## src/rtl/muxn_arb_if.sv

```systemverilog
// Handshake bundle for muxn_arb: N request channels in, one registered word out.
// slave = the arbiter side, master = the side that drives requests and consumes output.
interface muxn_arb_if #(
  parameter int WIDTH = 64,
  parameter int N     = 4,
  parameter int SELW  = $clog2(N)
);
  logic [N-1:0]       in_valid;
  logic [N-1:0]       in_ready;
  logic [N*WIDTH-1:0] in_data;
  logic               out_valid;
  logic               out_ready;
  logic [WIDTH-1:0]   out_data;
  logic [SELW-1:0]    out_sel;

  modport slave (
    input  in_valid, in_data, out_ready,
    output in_ready, out_valid, out_data, out_sel
  );

  modport master (
    output in_valid, in_data, out_ready,
    input  in_ready, out_valid, out_data, out_sel
  );
endinterface

```

## src/rtl/muxn_arb.sv

```systemverilog
// N-input registered selector with valid/ready flow control.
// MUXN_ARB_RR_EN defined   : round-robin arbitration with a rotating pointer.
// MUXN_ARB_RR_EN undefined : fixed priority, lowest index wins, no pointer state.
// One output register; it may drain and refill in the same cycle.
module muxn_arb #(
  parameter int WIDTH = 64,
  parameter int N     = 4,
  parameter int SELW  = $clog2(N)
) (
  input logic       clk,
  input logic       reset,
  muxn_arb_if.slave bus
);

  logic            load;
  logic            found;
  logic [SELW-1:0] gsel;
  logic [N-1:0]    rdy;
  logic            xfer_in;
  logic [SELW-1:0] base;
  int              idx;

`ifdef MUXN_ARB_RR_EN
  logic [SELW-1:0] ptr;
  assign base = ptr;
`else
  assign base = '0;
`endif

  // Register is free when empty or being drained this cycle; nothing is
  // granted while reset is held so in_ready stays low during reset.
  assign load = !reset && (!bus.out_valid || bus.out_ready);

  // Search channels base, base+1, ..., wrapping explicitly so any N works.
  always_comb begin
    found = 1'b0;
    gsel  = '0;
    idx   = 0;
    for (int k = 0; k < N; k++) begin
      idx = int'(base) + k;
      if (idx >= N) idx = idx - N;
      if (!found && bus.in_valid[idx]) begin
        found = 1'b1;
        gsel  = SELW'(idx);
      end
    end
  end

  // One-hot accept for the winning channel, only when the register can load.
  always_comb begin
    rdy = '0;
    for (int i = 0; i < N; i++)
      rdy[i] = load && found && (gsel == SELW'(i));
  end

  assign bus.in_ready = rdy;
  assign xfer_in      = load && found;

  // Output register: refill on an input transfer, empty on a bare drain.
  always_ff @(posedge clk) begin
    if (reset) begin
      bus.out_valid <= 1'b0;
      bus.out_data  <= '0;
      bus.out_sel   <= '0;
    end else if (xfer_in) begin
      bus.out_valid <= 1'b1;
      bus.out_data  <= bus.in_data[int'(gsel)*WIDTH +: WIDTH];
      bus.out_sel   <= gsel;
    end else if (bus.out_ready) begin
      bus.out_valid <= 1'b0;
    end
  end

`ifdef MUXN_ARB_RR_EN
  // Pointer moves to the channel after the winner so it gets lowest priority next.
  always_ff @(posedge clk) begin
    if (reset)
      ptr <= '0;
    else if (xfer_in)
      ptr <= (gsel == SELW'(N-1)) ? '0 : gsel + 1'b1;
  end
`endif

endmodule

```

## src/flat_wrapper.sv

```systemverilog
// flat-port wrapper written by rule: the top's interface ports become plain ports
module muxn_arb_flat 
#(
  parameter int WIDTH = 64,
  parameter int N     = 4,
  parameter int SELW  = $clog2(N)
)
  (clk, reset, bus_in_valid, bus_in_data, bus_out_ready, bus_in_ready, bus_out_valid, bus_out_data, bus_out_sel);
  muxn_arb_if #(.WIDTH(WIDTH), .N(N), .SELW(SELW)) bus_i ();
  input logic clk;
  input logic reset;
  input wire logic [$bits(bus_i.in_valid)-1:0] bus_in_valid;
  input wire logic [$bits(bus_i.in_data)-1:0] bus_in_data;
  input wire logic [$bits(bus_i.out_ready)-1:0] bus_out_ready;
  output wire logic [$bits(bus_i.in_ready)-1:0] bus_in_ready;
  output wire logic [$bits(bus_i.out_valid)-1:0] bus_out_valid;
  output wire logic [$bits(bus_i.out_data)-1:0] bus_out_data;
  output wire logic [$bits(bus_i.out_sel)-1:0] bus_out_sel;
  assign bus_i.in_valid = bus_in_valid;
  assign bus_i.in_data = bus_in_data;
  assign bus_i.out_ready = bus_out_ready;
  assign bus_in_ready = bus_i.in_ready;
  assign bus_out_valid = bus_i.out_valid;
  assign bus_out_data = bus_i.out_data;
  assign bus_out_sel = bus_i.out_sel;
  muxn_arb #(.WIDTH(WIDTH), .N(N), .SELW(SELW)) u_core (.clk(clk), .reset(reset), .bus(bus_i));
endmodule
```

## config.mk

```make
export PLATFORM = sky130hd
export DESIGN_NAME = muxn_arb_flat
export DESIGN_NICKNAME = d
export VERILOG_FILES = /design/src/rtl/muxn_arb_if.sv /design/src/rtl/muxn_arb.sv /design/src/flat_wrapper.sv
export SDC_FILE = /design/constraint.sdc
export NUM_CORES = 1
export LEC_CHECK = 0
export ABC_CLOCK_PERIOD_IN_PS = 5100
export CAP_MARGIN = 20
export CORE_ASPECT_RATIO = 1.5
export CORE_MARGIN = 8
export CORE_UTILIZATION = 30
export DETAILED_ROUTE_END_ITERATION = 8
export HOLD_SLACK_MARGIN = 0.03
export PLACE_DENSITY_LB_ADDON = 0.3
export SYNTH_ARGS = -nofsm -noshare
export SYNTH_HDL_FRONTEND = slang
export SYNTH_SLANG_ARGS = --single-unit
```

## constraint.sdc

```tcl
create_clock -name clk -period 5.1 [get_ports clk]
set_clock_uncertainty 0.15 [all_clocks]
set_input_delay 1.53 -clock clk [delete_from_list [all_inputs] [get_ports clk]]
set_output_delay 1.53 -clock clk [all_outputs]
set_load 0.03 [all_outputs]
```

# Yosys cells after proc, flatten, opt, wreduce, memory -nomap -nowiden
# Index checks and enable logic that the tools add are counted.
[word_totals]
latch_bits = 0
memories = 0
output_inout_bits = 71
mem_bits_rw = 0
rom_bits = 0
register_bits = 67
[op_classes]
n_mul = 0
muxes = 9
reduce_logical = 17
addsub = 0
div_mod_pow = 0
bitwise_logic = 0
order_cmp = 0
n_shift = 1
eq_ne = 3
[ops]
columns = ["operator", "count"]
rows = [
  ["$shiftx 256x9->64", 1],
  ["$logic_and 1x1->1", 9],
  ["$mux 1", 7],
  ["$logic_not 1->1", 5],
  ["$eq 2x2->1 const B", 2],
  ["$mux 2", 2],
  ["$eq 2x1->1 const B", 1],
  ["$logic_not 2->1", 1],
  ["$reduce_bool 2->1", 1],
  ["$logic_or 1x1->1", 1],
]

# Depth between registers and ports, before layout
[logic_depth]
word_depth = 12
depth_mapped = 6

# Worst setup path after synthesis
# OpenSTA, ideal clock, no wires.
[synth_path]
kind = "input -> output"
startpoint = "input port bus_in_valid[0]"
endpoint = "output port bus_in_ready[0]"
stages = 5
path_buffers = 3
required_time_ps = 3420
arrival_time_ps = 3033
path_slack_ps = 387
path_cell_list = "buf_2 > clkbuf_1 > clkbuf_1 > inv_1 > nor3_1"
[synth_between]
elab_chain_len = 12
elab_cells_between_ends = 16
[synth_rtl]
columns = ["item", "line_no", "rtl"]
rows = [
  ["from (decl)", "flat_wrapper.sv:12", "input wire logic [$bits(bus_i.in_valid)-1:0] bus_in_valid;"],
  ["$mux 1 (*)", "muxn_arb.sv:42", "if (!found && bus.in_valid[idx]) begin"],
  ["$logic_not 1->1", "muxn_arb.sv:42", ""],
  ["$logic_and 1x1->1", "muxn_arb.sv:42", ""],
  ["$mux 1", "muxn_arb.sv:42", ""],
  ["$logic_not 1->1", "muxn_arb.sv:42", ""],
  ["$logic_and 1x1->1", "muxn_arb.sv:42", ""],
  ["$mux 1", "muxn_arb.sv:42", ""],
  ["$logic_not 1->1", "muxn_arb.sv:42", ""],
  ["$logic_and 1x1->1", "muxn_arb.sv:42", ""],
  ["$mux 2 or $mux 1 (tied branches)", "muxn_arb.sv:42", ""],
  ["$logic_not 2->1 or $logic_and 1x1->1 (tied branches)", "muxn_arb.sv:53", "rdy[i] = load && found && (gsel == SELW'(i));"],
  ["$logic_and 1x1->1 (*)", "muxn_arb.sv:53", ""],
  ["to (decl)", "flat_wrapper.sv:15", "output wire logic [$bits(bus_i.in_ready)-1:0] bus_in_ready;"],
]
# Mark *: on every way between the ends. The rest lies on a longest branch, timed or not.

# Worst setup path in the final report
[layout_path]
startpoint = "input port reset"
endpoint = "output port bus_in_ready[3]"
[layout_between]
elab_chain_len = 4
[layout_rtl]
columns = ["item", "line_no", "rtl"]
rows = [
  ["from (decl)", "flat_wrapper.sv:11", "input logic reset;"],
  ["$logic_not 1->1", "muxn_arb.sv:32", "assign load = !reset && (!bus.out_valid || bus.out_ready);"],
  ["$logic_and 1x1->1", "muxn_arb.sv:32", ""],
  ["$logic_and 1x1->1 (2 in series)", "muxn_arb.sv:53", ""],
]
# No other way between the ends.

==> results.txt <==
The buffers plus inverters on the worst setup path came out at 2. The buffer count from post-CTS setup fixing came out at 0. The relative slew slack came out at 36.9%.

The share of final-layout standard cells stronger than drive strength 1 came out at ~4.0%. The kind of cell with the highest combined delay along the critical path is buffers and inverters. The floorplan step defined a core boundary enclosing 17,900 sq um. In the layout the commonest cells are clkdlybuf4s50_1, dfxtp_1, nor2b_1. The number of max-capacitance violations reported came out at 0. The minimum setup slack among reg-to-reg paths is 3100 ps. The area fraction in and, or, nand and nor cells after synthesis came out at a little under two fifths. The number of hold-repair buffers added at the cts stage came out at 0. The number of cells on the worst hold path is 1. The xor/xnor cell area share of the yosys netlist came out at 0%. The number of placed I/O pins came out at between 300 and 400.

The number of DRC markers after the initial detailed-route iteration came out at 426. The residual DRC count came out at 0. The number of clock sinks is between 60 and 70. Global routing consumed, over all layers together, 20.3% of the routing resources.

The number of rows in the core area is 60. The remaining antenna violation count after routing is 0. Setup repair after global routing left no endpoint under its margin.

The number of global-route vias before repair is about 6,600. The startpoint identified for the worst register-to-register timing path is u_core.bus.out_valid. Yosys printed 0 warnings. Across the VDD grid, the largest voltage drop is between 0.1 and 0.15 mV. After clock tree synthesis, the clock-pin slew on the worst setup and hold paths is around 60 ps. The mean area per synthesized cell is ~7.9 sq um. The library cell used most frequently in the layout, excluding fill and tap cells, is clkdlybuf4s50_1. The summed instance area of the synthesized netlist is ~5500 sq um. The cell depth of the worst flop-to-flop path came out at 4. The number of standard cells after synthesis is approximately 700. In this run, CTS created clock tree buffers numbering 9. The first global-routing pass estimated 37.3 mm of wire. The net count of the finished layout came out at between 1,000 and 1,500. The number of distinct library cell variants in the gate-level netlist after synthesis is 25. The synthesized design contains 67 register bits. The aggregate negative setup slack is 0 ps. The type of origin of the critical path is an input pin. STA puts the critical path data required time at approximately 3400 ps. The type of the tightest min-delay check is flop to flop. The sequential cell area fraction in the yosys report came out at 24.4%. For the pin with the worst max-slew slack, the measured transition is approximately 950 ps. The number of endpoints with negative hold slack in the final report is 0.

For this configuration, the core starts out at a cell density of between 30% and 40%. The startpoint of the lowest-slack hold path is u_core.bus.out_data[49]. The insertion delay of the later-clocked pin in the worst-skew pair came out at ~330 ps. The number of antenna violations at the first check in global routing is 3. The number of nets in the synthesized netlist came out at about 960. Data on the critical path arrives at its endpoint at between 2000 and 3000 ps. The via-per-instance ratio is roughly 5.6. The number of setup violations in the final report is 0. The post-synthesis compound-gate area fraction is 30.2%. The flow ran to the end, and the final reports show no timing, DRC or antenna violations.

The max-slew violation count came out at 0. In the synthesized netlist, mux cells make up 0% of the area. The largest fanout of any net on the critical path is 7. The die footprint is between 20,000 and 25,000 sq um. The static leakage came out at approximately 3.2 nW. The critical path goes through clkdlybuf4s50_1 > nor3_2 > and3_1 > buf_4.

Measured along the y axis, the die boundary spans approximately 180 um. Dividing the final minimum period by the clock period gives roughly nine tenths. The area growth from synthesis to layout is 65.6%. The total length of routed wires is 24.5 mm. The terminating pin of the worst hold path is u_core.bus.out_data[49]. Global routing finished with a remaining overflow of 0. The power density of the placed cells came out at 216 nW/um^2.

TritonCTS built the clock tree. The final cell count without fillers is ~1,200. The HPWL reported at the end of detailed placement came out at between 15 and 20 mm. The average routed wire per standard cell came out at slightly above 20 um. On the worst path, the slowest cell contributes a delay of 550 ps. The maximum clock frequency came out at 222 MHz.

Counting along the longest clock path gives a buffer depth of 2. The H-tree was split into 3 levels. Across all layers, the routed design uses roughly 6,600 vias. Entering global routing, the biggest net connects around 180 pins. The critical path is of the input pin to primary output type. The pre-antenna-repair detailed-routing pass consisted of 4 iterations. The total instance count after detailed placement came out at 1,163. After layout, the minimum clock period comes to between 4000 and 5000 ps. The count of buffers from port buffering is roughly 330. The dominant combinational cell family by area after synthesis is simple AND/OR/NAND/NOR gates. The critical register-to-register path endpoint is u_core.bus.out_data[35]. The number of fill cells is ~1,800. The buffer type at the clock tree root is clkbuf_16.

The worst setup path is captured at a primary output. The slowest cell on the critical path is clkdlybuf4s50_1. Summing the areas of all fa, ha and maj instances in the mapped netlist gives 0% of the synthesized area. The die is ~130 um wide. The number of gates resized after CTS came out at 0.

The congestion estimate from routability-driven global placement came to between 0.8 and 0.9.
-- area by class of cell --
cell class,count,area [sq um],area share [%]
multi-input combinational,534,3750,41.2
timing repair buffer,344,3420,37.6
sequential,67,1340,14.7
tap,217,272,2.98
clock buffer,11,233,2.56
clock inverter,5,77.6,0.852
antenna,2,5.00,0.0550
inverter,1,3.75,0.0412
-- through the flow --
| stage | total power [mW] | hold WS (ps) | area, sq um | util [%] | worst slack, ps |
|---|---|---|---|---|---|
| after floorplan | 0.944 | 453 | 5500 | - | 387 |
| after global placement | 1.30 | 296 | 8790 | 49.0 | 626 |
| final | 1.96 | 313 | 9110 | 50.8 | 589 |
| after CTS | 1.99 | 316 | 9100 | 50.7 | 610 |
| after detailed placement | 1.31 | 303 | 8790 | 49.0 | 608 |
| after global routing | 2.06 | 326 | 9110 | 50.8 | 510 |
-- registers in the layout (all words and copies together), names as in the netlist --
name	flops
u_core.bus.out_data	64
u_core.bus.out_sel	2
u_core.bus.out_valid	1
-- worst max-delay path by stage --
| stage | start | to | slack, ps | depth (start not counted) |
|---|---|---|---|---|
| after floorplan | bus_in_valid[0] | bus_in_ready[0] | 390 | 5 |
| after global placement | reset | bus_in_ready[3] | 630 | 4 |
| after detailed placement | reset | bus_in_ready[3] | 610 | 4 |
| after CTS | reset | bus_in_ready[3] | 610 | 4 |
| after global routing | reset | bus_in_ready[3] | 510 | 4 |
| final | reset | bus_in_ready[3] | 590 | 4 |
-- kinds of logic (layout without fill, tap and decap cells) --
family | after synthesis | after routing
AOI/OAI and AO/OA | 201 | 201
buffers and inverters | 95 | 361
DFF | 67 | 67
other | 0 | 2
and+or+nand+nor | 333 | 333
-- synth_stat cells --
| master | instances | area, sq um |
|---|---|---|
| a21oi_1 | 4 | 20.0 |
| a21oi_4 | 1 | 16.3 |
| a31o_2 | 1 | 8.76 |
| a32o_1 | 63 | 631 |
| and3_1 | 3 | 18.8 |
| buf_1 | 9 | 33.8 |
| buf_2 | 8 | 40.0 |
| buf_6 | 6 | 67.6 |
| clkbuf_1 | 71 | 267 |
| dfxtp_1 | 67 | 1340 |
| inv_1 | 1 | 3.75 |
| nand2_1 | 64 | 240 |
| nand2b_1 | 2 | 12.5 |
| nor2_1 | 3 | 11.3 |
| nor2b_1 | 66 | 413 |
| nor3_1 | 65 | 325 |
| nor3b_1 | 65 | 488 |
| nor4_2 | 1 | 12.5 |
| nor4b_1 | 63 | 552 |
| o2111ai_1 | 1 | 8.76 |
| o211ai_1 | 1 | 7.51 |
| o21ai_0 | 3 | 15.0 |
| o21bai_1 | 63 | 473 |
| o31ai_1 | 64 | 480 |
| or4_4 | 1 | 11.3 |
-- metal layers --
layer / vias up / wire length (um) / GRT usage, % / share of wire (%)
li1: 3205 / - / - / -
met1: 3066 / 9580 / 22.5 / 39
met2: 241 / 12300 / 34.9 / 50
met3: 48 / 1600 / 5.63 / 6.5
met4: 2 / 999 / 10.2 / 4.1
met5: - / 10 / 0 / 0.041
-- worst reg2reg max path, cell delays in order (launching register included) --
cell	delay (ps)
dfxtp_1	340
nand2b_1	170
a21oi_4	680
buf_4	430
a32o_1	170
-- where the power goes --
part / switching (mW) / leakage (nW) / total [mW] / internal, mW
clock network: 0.245 / 0.150 / 0.672 / 0.427
registers: 0.0223 / 0.555 / 0.592 / 0.570
logic: 0.325 / 2.47 / 0.699 / 0.374
total: 0.592 / 3.17 / 1.96 / 1.37
Power figures use the tool's default switching activity.
